<file path="src/rtl/bomb_timer_ctrl_pkg.sv">
// Shared definitions for the bomb countdown controller: state encodings, BCD digit
// width and default timing parameters.
package bomb_timer_ctrl_pkg;

  localparam int unsigned BcdW           = 4;
  localparam int unsigned DefStartSecs   = 99;
  localparam int unsigned DefPenaltySecs = 10;
  localparam int unsigned DefMsPerSec    = 1000;

  typedef enum logic [2:0] {
    StIdle     = 3'd0,
    StRun      = 3'd1,
    StHalt     = 3'd2,
    StExploded = 3'd3,
    StDefused  = 3'd4
  } state_e;

endpackage

</file>
<file path="src/rtl/bomb_timer_ctrl_bcd_sub_sat.sv">
// Two-digit BCD minus a binary amount (0..99), saturating at 00, with a zero flag.
module bomb_timer_ctrl_bcd_sub_sat
  import bomb_timer_ctrl_pkg::*;
(
  input  logic [BcdW-1:0] tens_i,
  input  logic [BcdW-1:0] ones_i,
  input  logic [6:0]      sub_i,
  output logic [BcdW-1:0] tens_o,
  output logic [BcdW-1:0] ones_o,
  output logic            zero_o
);

  logic [7:0] minuend;
  logic [7:0] subtrahend;
  logic [7:0] diff;

  always_comb begin
    minuend    = 8'(tens_i) * 8'd10 + 8'(ones_i);
    subtrahend = {1'b0, sub_i};
    diff       = (minuend > subtrahend) ? (minuend - subtrahend) : 8'd0;
    tens_o     = 4'(diff / 8'd10);
    ones_o     = 4'(diff % 8'd10);
    zero_o     = (diff == 8'd0);
  end

endmodule

</file>
<file path="src/rtl/bomb_timer_ctrl.sv">
// Game countdown controller: gates the 1 ms tick generator and turns its ticks into a
// BCD seconds countdown with start, pause, penalty and defuse control.
module bomb_timer_ctrl
  import bomb_timer_ctrl_pkg::*;
#(
  parameter int unsigned START_SECS   = DefStartSecs,
  parameter int unsigned MS_PER_SEC   = DefMsPerSec,
  parameter int unsigned PENALTY_SECS = DefPenaltySecs
) (
  input  logic            clk,
  input  logic            rst,
  input  logic            uno_ms_timeout,
  output logic            tick_rst,
  input  logic            start,
  input  logic            pause,
  input  logic            penalty,
  input  logic            defuse,
  output logic [BcdW-1:0] secs_tens,
  output logic [BcdW-1:0] secs_ones,
  output logic [2:0]      state,
  output logic            exploded
);

  localparam int unsigned MsW = (MS_PER_SEC > 1) ? $clog2(MS_PER_SEC) : 1;
  localparam logic [MsW-1:0]  MsLast    = MsW'(MS_PER_SEC - 1);
  localparam logic [BcdW-1:0] StartTens = BcdW'(START_SECS / 10);
  localparam logic [BcdW-1:0] StartOnes = BcdW'(START_SECS % 10);

  state_e          state_q, state_d;
  logic [MsW-1:0]  ms_cnt_q, ms_cnt_d;
  logic [BcdW-1:0] tens_q, tens_d;
  logic [BcdW-1:0] ones_q, ones_d;
  logic            tick_rst_q, exploded_q;

  logic [6:0]      sub_amt;
  logic [BcdW-1:0] sub_tens, sub_ones;
  logic            sub_zero;
  logic            secs_zero;
  logic            sec_wrap;

  // One subtractor serves both the per-second decrement and the penalty.
  assign sub_amt = penalty ? 7'(PENALTY_SECS) : 7'd1;

  bomb_timer_ctrl_bcd_sub_sat u_bcd_sub_sat (
    .tens_i (tens_q),
    .ones_i (ones_q),
    .sub_i  (sub_amt),
    .tens_o (sub_tens),
    .ones_o (sub_ones),
    .zero_o (sub_zero)
  );

  assign secs_zero = (tens_q == '0) && (ones_q == '0);
  assign sec_wrap  = uno_ms_timeout && (ms_cnt_q == MsLast);

  always_comb begin
    state_d  = state_q;
    ms_cnt_d = ms_cnt_q;
    tens_d   = tens_q;
    ones_d   = ones_q;

    unique case (state_q)
      StIdle: begin
        if (start) state_d = StRun;
      end
      StRun, StHalt: begin
        // Priority: defuse > penalty > pause/start > tick.
        if (defuse) begin
          state_d = StDefused;
        end else if (penalty) begin
          tens_d = sub_tens;
          ones_d = sub_ones;
          if (sub_zero) state_d = StExploded;
        end else if (state_q == StRun) begin
          if (pause) begin
            state_d = StHalt;
          end else if (uno_ms_timeout) begin
            if (sec_wrap) begin
              ms_cnt_d = '0;
              if (secs_zero) begin
                state_d = StExploded;
              end else begin
                tens_d = sub_tens;
                ones_d = sub_ones;
              end
            end else begin
              ms_cnt_d = MsW'(ms_cnt_q + 1'b1);
            end
          end
        end else if (start) begin
          state_d = StRun;
        end
      end
      StExploded, StDefused: begin
        if (start) begin
          state_d  = StRun;
          ms_cnt_d = '0;
          tens_d   = StartTens;
          ones_d   = StartOnes;
        end
      end
      default: state_d = StIdle;
    endcase
  end

  always_ff @(posedge clk or negedge rst) begin
    if (!rst) begin
      state_q    <= StIdle;
      ms_cnt_q   <= '0;
      tens_q     <= StartTens;
      ones_q     <= StartOnes;
      tick_rst_q <= 1'b0;
      exploded_q <= 1'b0;
    end else begin
      state_q    <= state_d;
      ms_cnt_q   <= ms_cnt_d;
      tens_q     <= tens_d;
      ones_q     <= ones_d;
      tick_rst_q <= (state_d == StRun);
      exploded_q <= (state_d == StExploded);
    end
  end

  assign state     = state_q;
  assign secs_tens = tens_q;
  assign secs_ones = ones_q;
  assign tick_rst  = tick_rst_q;
  assign exploded  = exploded_q;

endmodule

</file>
<file path="config.mk">
export PLATFORM = sky130hd
export DESIGN_NAME = bomb_timer_ctrl
export DESIGN_NICKNAME = d
export VERILOG_FILES = /design/src/rtl/bomb_timer_ctrl_pkg.sv /design/src/rtl/bomb_timer_ctrl_bcd_sub_sat.sv /design/src/rtl/bomb_timer_ctrl.sv
export SDC_FILE = /design/constraint.sdc
export NUM_CORES = 1
export LEC_CHECK = 0
export BUFFER_PORTS_ARGS = -buffer_cell sky130_fd_sc_hd__buf_2
export CAP_MARGIN = 20
export CORE_MARGIN = 1
export CORE_UTILIZATION = 50
export DETAILED_ROUTE_END_ITERATION = 10
export PLACE_DENSITY = 0.68
export SYNTH_ARGS = -nofsm -noshare
export SYNTH_HDL_FRONTEND = slang
export SYNTH_SLANG_ARGS = --single-unit
</file>
<file path="constraint.sdc">
create_clock -name clk -period 6.2 [get_ports clk]
set_clock_uncertainty 0.2 [all_clocks]
set_input_delay 1.24 -clock clk [delete_from_list [all_inputs] [get_ports clk]]
set_output_delay 1.24 -clock clk [all_outputs]
set_load 0.005 [all_outputs]
</file>
After elaboration in Yosys (flattened, before gate mapping)
Index checks and enable logic that the tools add are counted.

Word-level logic and storage cells: 80. Register bits: 23.

Eq/ne operators: 18. Reduce and logical (&&, ||, !) cells: 12. Magnitude comparators: 1. Mux-type cells: 37. Div/mod/pow operators: 2. Multipliers: 1. $add $sub $neg: 3.

Operators by type and width (number): $mux W10 (7); $mux W4 (16); $mux W3 (9); $pmux W10 S2 (1); $pmux W4 S2 (2); $ne A3 B3 Y1 const B (5); $ne A2 B2 Y1 const B (6); $add A10 B1 Y10 const B (1); $eq A10 B10 Y1 const B (1); $eq A3 B2 Y1 const B (3); $add A8 B4 Y8 (1); $div A8 B4 Y8 const B (1); $gt A8 B4 Y1 (1); $logic_not A4 Y1 (2); $logic_not A8 Y1 (1); $mod A8 B4 Y8 const B (1); $mux W8 (1); $reduce_and A8 Y1 (1); $sub A8 B4 Y8 (1); $mul A4 B3 Y7 const B (1); $reduce_and A7 Y1 (1); $eq A3 B1 Y1 const B (2); $pmux W3 S2 (1); $reduce_or A2 Y1 (2); 5 further kinds (6).

Depth between registers and ports, before layout
Word-level depth: 13. Gate-level depth with buffers: 17. Gate-level depth less buffers: 15.

Cells and area by module
A second synthesis with hierarchy kept.

Cells, all modules: 337. Area total of the unflattened synthesis: 2755.1 sq um.

Modules (own cells, without submodules): bomb_timer_ctrl_bcd_sub_sat (instances 1, cells each 198, area an instance 1426.4 sq um, sequential area each 0.0 sq um); bomb_timer_ctrl (instances 1, cells each 139, area an instance 1328.8 sq um, sequential area each 580.6 sq um).

Least setup slack after synthesis
OpenSTA, ideal clock, no wires.

Kind: input -> register. Start: in penalty. End: reg ones_q[3], in the netlist secs_ones[3]. Buffers on the path: 1. Data arrival time: 4.163 ns. Setup slack: 1.747 ns. Library setup time: 0.091 ns. Cell stages on the path: 15. Cells stage by stage: inv_1 ha_1 inv_1 fa_1 nand2b_1 a2111oi_2 o2111a_1 a211o_1 buf_4 nor2_1 o211ai_1 o211ai_1 a32o_2 a2111o_1 o31ai_1.

Cells in the longest elaborated chain, start to end: 12. Elaborated cells between the ends (all ways): 19.

Ends and longest elaborated chain: from (decl) (line bomb_timer_ctrl.sv:16) `input logic penalty,`; $mux W4 (line bomb_timer_ctrl.sv:42) `assign sub_amt = penalty ? 7'(PENALTY_SECS) : 7'd1;`; $sub A8 B4 Y8 / $gt A8 B4 Y1 (equally long branches) (line bomb_timer_ctrl_bcd_sub_sat.sv:20) `diff = (minuend > subtrahend) ? (minuend - subtrahend) : 8'd0;`; $mux W8 (line bomb_timer_ctrl_bcd_sub_sat.sv:20); $mod A8 B4 Y8 (line bomb_timer_ctrl_bcd_sub_sat.sv:22) `ones_o = 4'(diff % 8'd10);`; $mux W4 (line bomb_timer_ctrl.sv:80) `if (secs_zero) begin`; $mux W4 (line bomb_timer_ctrl.sv:78) `if (sec_wrap) begin`; $mux W4 (line bomb_timer_ctrl.sv:77) `end else if (uno_ms_timeout) begin`; $mux W4 (line bomb_timer_ctrl.sv:75) `if (pause) begin`; $mux W4 (line bomb_timer_ctrl.sv:74) `end else if (state_q == StRun) begin`; $mux W4 (line bomb_timer_ctrl.sv:70) `end else if (penalty) begin`; $mux W4 (line bomb_timer_ctrl.sv:68) `if (defuse) begin`; $pmux W4 S2 (line bomb_timer_ctrl.sv:62) `unique case (state_q)`; to (signal assigned) (line bomb_timer_ctrl.sv:111) `ones_q <= StartOnes;`; to (signal assigned) (line bomb_timer_ctrl.sv:118) `ones_q <= ones_d;`; to (decl) (line bomb_timer_ctrl.sv:32) `logic [BcdW-1:0] ones_q, ones_d;`.

Parallel ways exist; a longest one is shown, timed or not. The select of a mux whose other input is x is not followed. A chain may end at the register's enable or synchronous reset.

Worst setup path after layout
Start: reg tens_q[0], in the netlist secs_tens[0]. End: reg ones_q[3], in the netlist secs_ones[3].

Cells in the longest elaborated chain, start to end: 13. Elaborated cells between the ends (all ways): 18.

Ends and longest elaborated chain: from (decl) (line bomb_timer_ctrl.sv:31) `logic [BcdW-1:0] tens_q, tens_d;`; from (signal assigned) (line bomb_timer_ctrl.sv:110) `tens_q <= StartTens;`; from (signal assigned) (line bomb_timer_ctrl.sv:117) `tens_q <= tens_d;`; $mul A4 B3 Y7 (line bomb_timer_ctrl_bcd_sub_sat.sv:18) `minuend = 8'(tens_i) * 8'd10 + 8'(ones_i);`; $add A8 B4 Y8 (line bomb_timer_ctrl_bcd_sub_sat.sv:18); $sub A8 B4 Y8 / $gt A8 B4 Y1 (equally long branches) (line bomb_timer_ctrl_bcd_sub_sat.sv:20); $mux W8 (line bomb_timer_ctrl_bcd_sub_sat.sv:20); $mod A8 B4 Y8 (line bomb_timer_ctrl_bcd_sub_sat.sv:22); $mux W4 (line bomb_timer_ctrl.sv:80); $mux W4 (line bomb_timer_ctrl.sv:78); $mux W4 (line bomb_timer_ctrl.sv:77); $mux W4 (line bomb_timer_ctrl.sv:75); $mux W4 (line bomb_timer_ctrl.sv:74); $mux W4 (line bomb_timer_ctrl.sv:70); $mux W4 (line bomb_timer_ctrl.sv:68); $pmux W4 S2 (line bomb_timer_ctrl.sv:62).

Parallel ways exist; a longest one is shown, timed or not. The select of a mux whose other input is x is not followed.

==> summary.md <==
| Metric | Value |
|---|---|
| Syn Inst Count | `roughly 350` |
| DR WL/cell | `between 15 and 20 µm` |
| Die ar. | `5750 µm²` |
| Hold WC Path Type | `flip-flop to flip-flop` |
| Initial Utilization | `0.527` |
| Via/cell ratio | `between 6 and 7` |
| Final setup viols | `0` |
| Unrepaired setup endpoints after global routing | `false` |
| Root Buffer | `clkbuf_8` |
| Max Cap Viol | `0` |
| Hold EP | `secs_ones[0]` |
| Worst-skew pair later-pin latency | `between 0.2 and 0.3 ns` |
| Pre-antenna DRT Iters | `5` |
| Synth Area in Compound Gates | `0.350` |
| Synth Area in Adders | `0.0725` |
| Synth Net Count | `372` |
| Worst r2r src | `secs_tens[0]` |
| CTS clock-pin slew for the worst setup and hold paths | `approximately 0.080 ns` |
| Minimum clock period after layout | `around 4.7 ns` |
| Cell Area, Placed | `between 2000 and 3000 µm²` |
| Xor/xnor share of the synthesized area | `0.0413` |
| # diodes | `0` |
| Crit-path max cell delay | `around 0.66 ns` |
| Design area | `between 2000 and 3000 µm²` |
| Yosys cell types | `between 70 and 80` |
| CP Cell Sequence | `ha_1 -> inv_1 -> fa_1 -> xnor2_1 -> ha_1 -> o21ai_1 -> a31o_2 -> o211ai_1 -> nor2_1 -> a32oi_1 -> o211ai_1 -> a32o_2 -> a2111o_1 -> o31ai_1` |
| Synth-to-Final Area Change | `4.50%` |
| Final Hold Vio Count | `0` |
| DIE WIDTH | `about 76 µm` |
| CTS Buf Count | `3` |
| Hold buffers post-CTS | `0` |
| Setup bufs post-CTS | `0` |
| Largest net degree at the start of global routing | `24` |
| Slew HR | `0.438` |
| Worst Hold Depth | `2` |
| Setup TNS | `0 ns` |
| Actual slew at the worst max-slew pin | `between 0.8 and 0.9 ns` |
| Via Count | `~2,700` |
| CTS sink cnt | `23` |
| Yosys warnings | `0` |
| Mapped cell area | `2730 µm²` |
| HP Start | `secs_ones[0]` |
| Starting DRT DRC Count | `between 200 and 250` |
| Worst Path Arrival | `between 4 and 5 ns` |
| Crit Path Class | `flip-flop to flip-flop` |
| Sequential share of the synthesized area | `0.213` |
| Kind of end point of the critical path | `flip-flop` |
| Clock Tree Buf Depth | `2` |
| GPL Wtd Cong | `0.896` |
| Core Region | `between 5000 and 6000 µm²` |
| Placed cells | `between 400 and 500` |
| Worst Path Required | `approximately 6.2 ns` |
| Peak Freq | `between 200 and 250 MHz` |
| Synth Area in Simple Gates | `0.249` |
| Worst r2r path cells | `14` |
| Critical path launch point type | `flip-flop` |
| Combinational family with the most area after synthesis | `compound AO/OA/AOI/OAI gates` |
| CP max-delay cell | `o211ai_1` |
| WL final | `about 6.5 mm` |
| Global-route wire length before repair | `10.5 mm` |
| Worst reg2reg setup slack | `1.45 ns` |
| HPWL after DPL | `~5 mm` |
| Post-route ant nets | `0` |
| Post-synthesis mux area share | `0.00734` |
| Vias in the first global route | `2,150` |
| Period utilisation layout | `0.766` |
| Number of synthesized flops with an enable pin | `0` |
| Rows | `26` |
| Die height | `~76 µm` |
| Gr usage total | `0.237` |
| Fillers | `495` |
| Non-Filler Instances | `424` |
| Fin util | `0.551` |
| Post-Syn Area per Cell | `between 7 and 8 µm²` |
| Synth Flop Type | `dfrtp_1` |
| Crit-path max FO | `11` |
| Nets | `~380` |
| Layout cell share with drive strength beyond 1 | `0.127` |
| H-tree level count | `1` |
| Asr flop ratio synth | `1.00` |
| CTS tree | `built` |
| DRC | `0` |
| Overflow after GRT | `0` |
| Status | `finished, final reports clean` |
| Final count of pins violating max slew | `0` |
| Port Buffers | `19` |
| R2R Path End | `secs_ones[3]` |
| Initial antenna violation count | `0` |
| Post_cts resized | `0` |
| Synthesis-stage register bit count | `23` |
| Io pins | `20` |
critical path, delay by kind of cell, from the launching register on:
family | cells | cell delay, ns
AO/OA/AOI/OAI | 8 | 2.25
adder cells (fa/ha/maj) | 3 | 1.16
flip-flops | 1 | 0.61
AND/OR/NAND/NOR | 1 | 0.21
XOR/XNOR | 1 | 0.16
buffers and inverters | 1 | 0.07
through the flow:
| stage | hold WS [ns] | setup WS (ns) |
|---|---|---|
| final | 0.305 | 1.45 |
| after global routing | 0.335 | 1.13 |
| after CTS | 0.308 | 1.53 |
| after detailed placement | 0.296 | 1.25 |
| after global placement | 0.289 | 1.35 |
| after floorplan | 0.267 | 1.75 |
final cells by class:
class / count / area, µm² / area share
tap: 70 / 87.6 / 0.0307
sequential: 23 / 581 / 0.204
multi-input combinational: 288 / 1960 / 0.688
clock inverter: 1 / 5.00 / 0.00176
inverter: 19 / 71.3 / 0.0250
timing repair buffer: 20 / 103 / 0.0360
clock buffer: 3 / 41.3 / 0.0145
cells by family after synthesis:
logic type                 after synthesis
buffers and inverters                   40
DFF                                     23
adders and majority gates               14
xor gates and xnor gates                12
AOI/OAI and AO/OA                      129
muxes                                    2
and+or+nand+nor                        131
routing by layer:
layer	share of wire	global-route usage
met5	0	0
met4	0.0074	0.0412
met3	0.040	0.0331
met2	0.43	0.340
met1	0.52	0.373
sequential cells by signal, indices dropped and copies added (netlist names):
| signal | count |
|---|---|
| ms_cnt_q | 10 |
| secs_ones | 4 |
| secs_tens | 4 |
| state | 3 |
| exploded | 1 |
| tick_rst | 1 |
cell usage in the layout (no fill, tap or decap), drive strengths merged, types with 9 or more instances in the layout:
| master | n |
|---|---|
| o21ai | 29 |
| nand2 | 28 |
| nand3 | 14 |
| xnor2 | 9 |
| a21oi | 21 |
| inv | 19 |
| ha | 11 |
| buf | 20 |
| nor2 | 33 |
| dfrtp | 19 |
synthesized netlist by cell type, types with 6 or more instances:
cell | instances | area share
dfrtp_1 | 19 | 0.17
o211ai_1 | 7 | 0.019
nand3_1 | 14 | 0.026
a21o_1 | 6 | 0.017
o21ai_0 | 26 | 0.048
clkbuf_1 | 8 | 0.011
inv_1 | 19 | 0.026
xnor2_1 | 8 | 0.026
ha_1 | 11 | 0.050
o31ai_1 | 7 | 0.019
nand2_1 | 28 | 0.039
a21oi_1 | 20 | 0.037
nor2_1 | 32 | 0.044
nor3_1 | 8 | 0.015
nand2b_1 | 8 | 0.018
nor2b_1 | 7 | 0.016
nand4_1 | 6 | 0.014
buf_2 | 7 | 0.013
worst max path at each step:
stage,startpoint,depth (start not counted),slack (ns),end
3_5_place_dp,penalty,15,1.25,exploded
6_report,secs_tens[0],14,1.45,secs_ones[3]
5_1_grt,secs_tens[0],13,1.13,state[0]
2_1_floorplan,penalty,15,1.75,secs_ones[3]
4_1_cts,secs_tens[0],14,1.53,secs_ones[3]
3_3_place_gp,penalty,15,1.35,secs_ones[3]
Power is not shown: default switching activity piles up to over one toggle a cycle in this logic, so the estimate is an artifact.
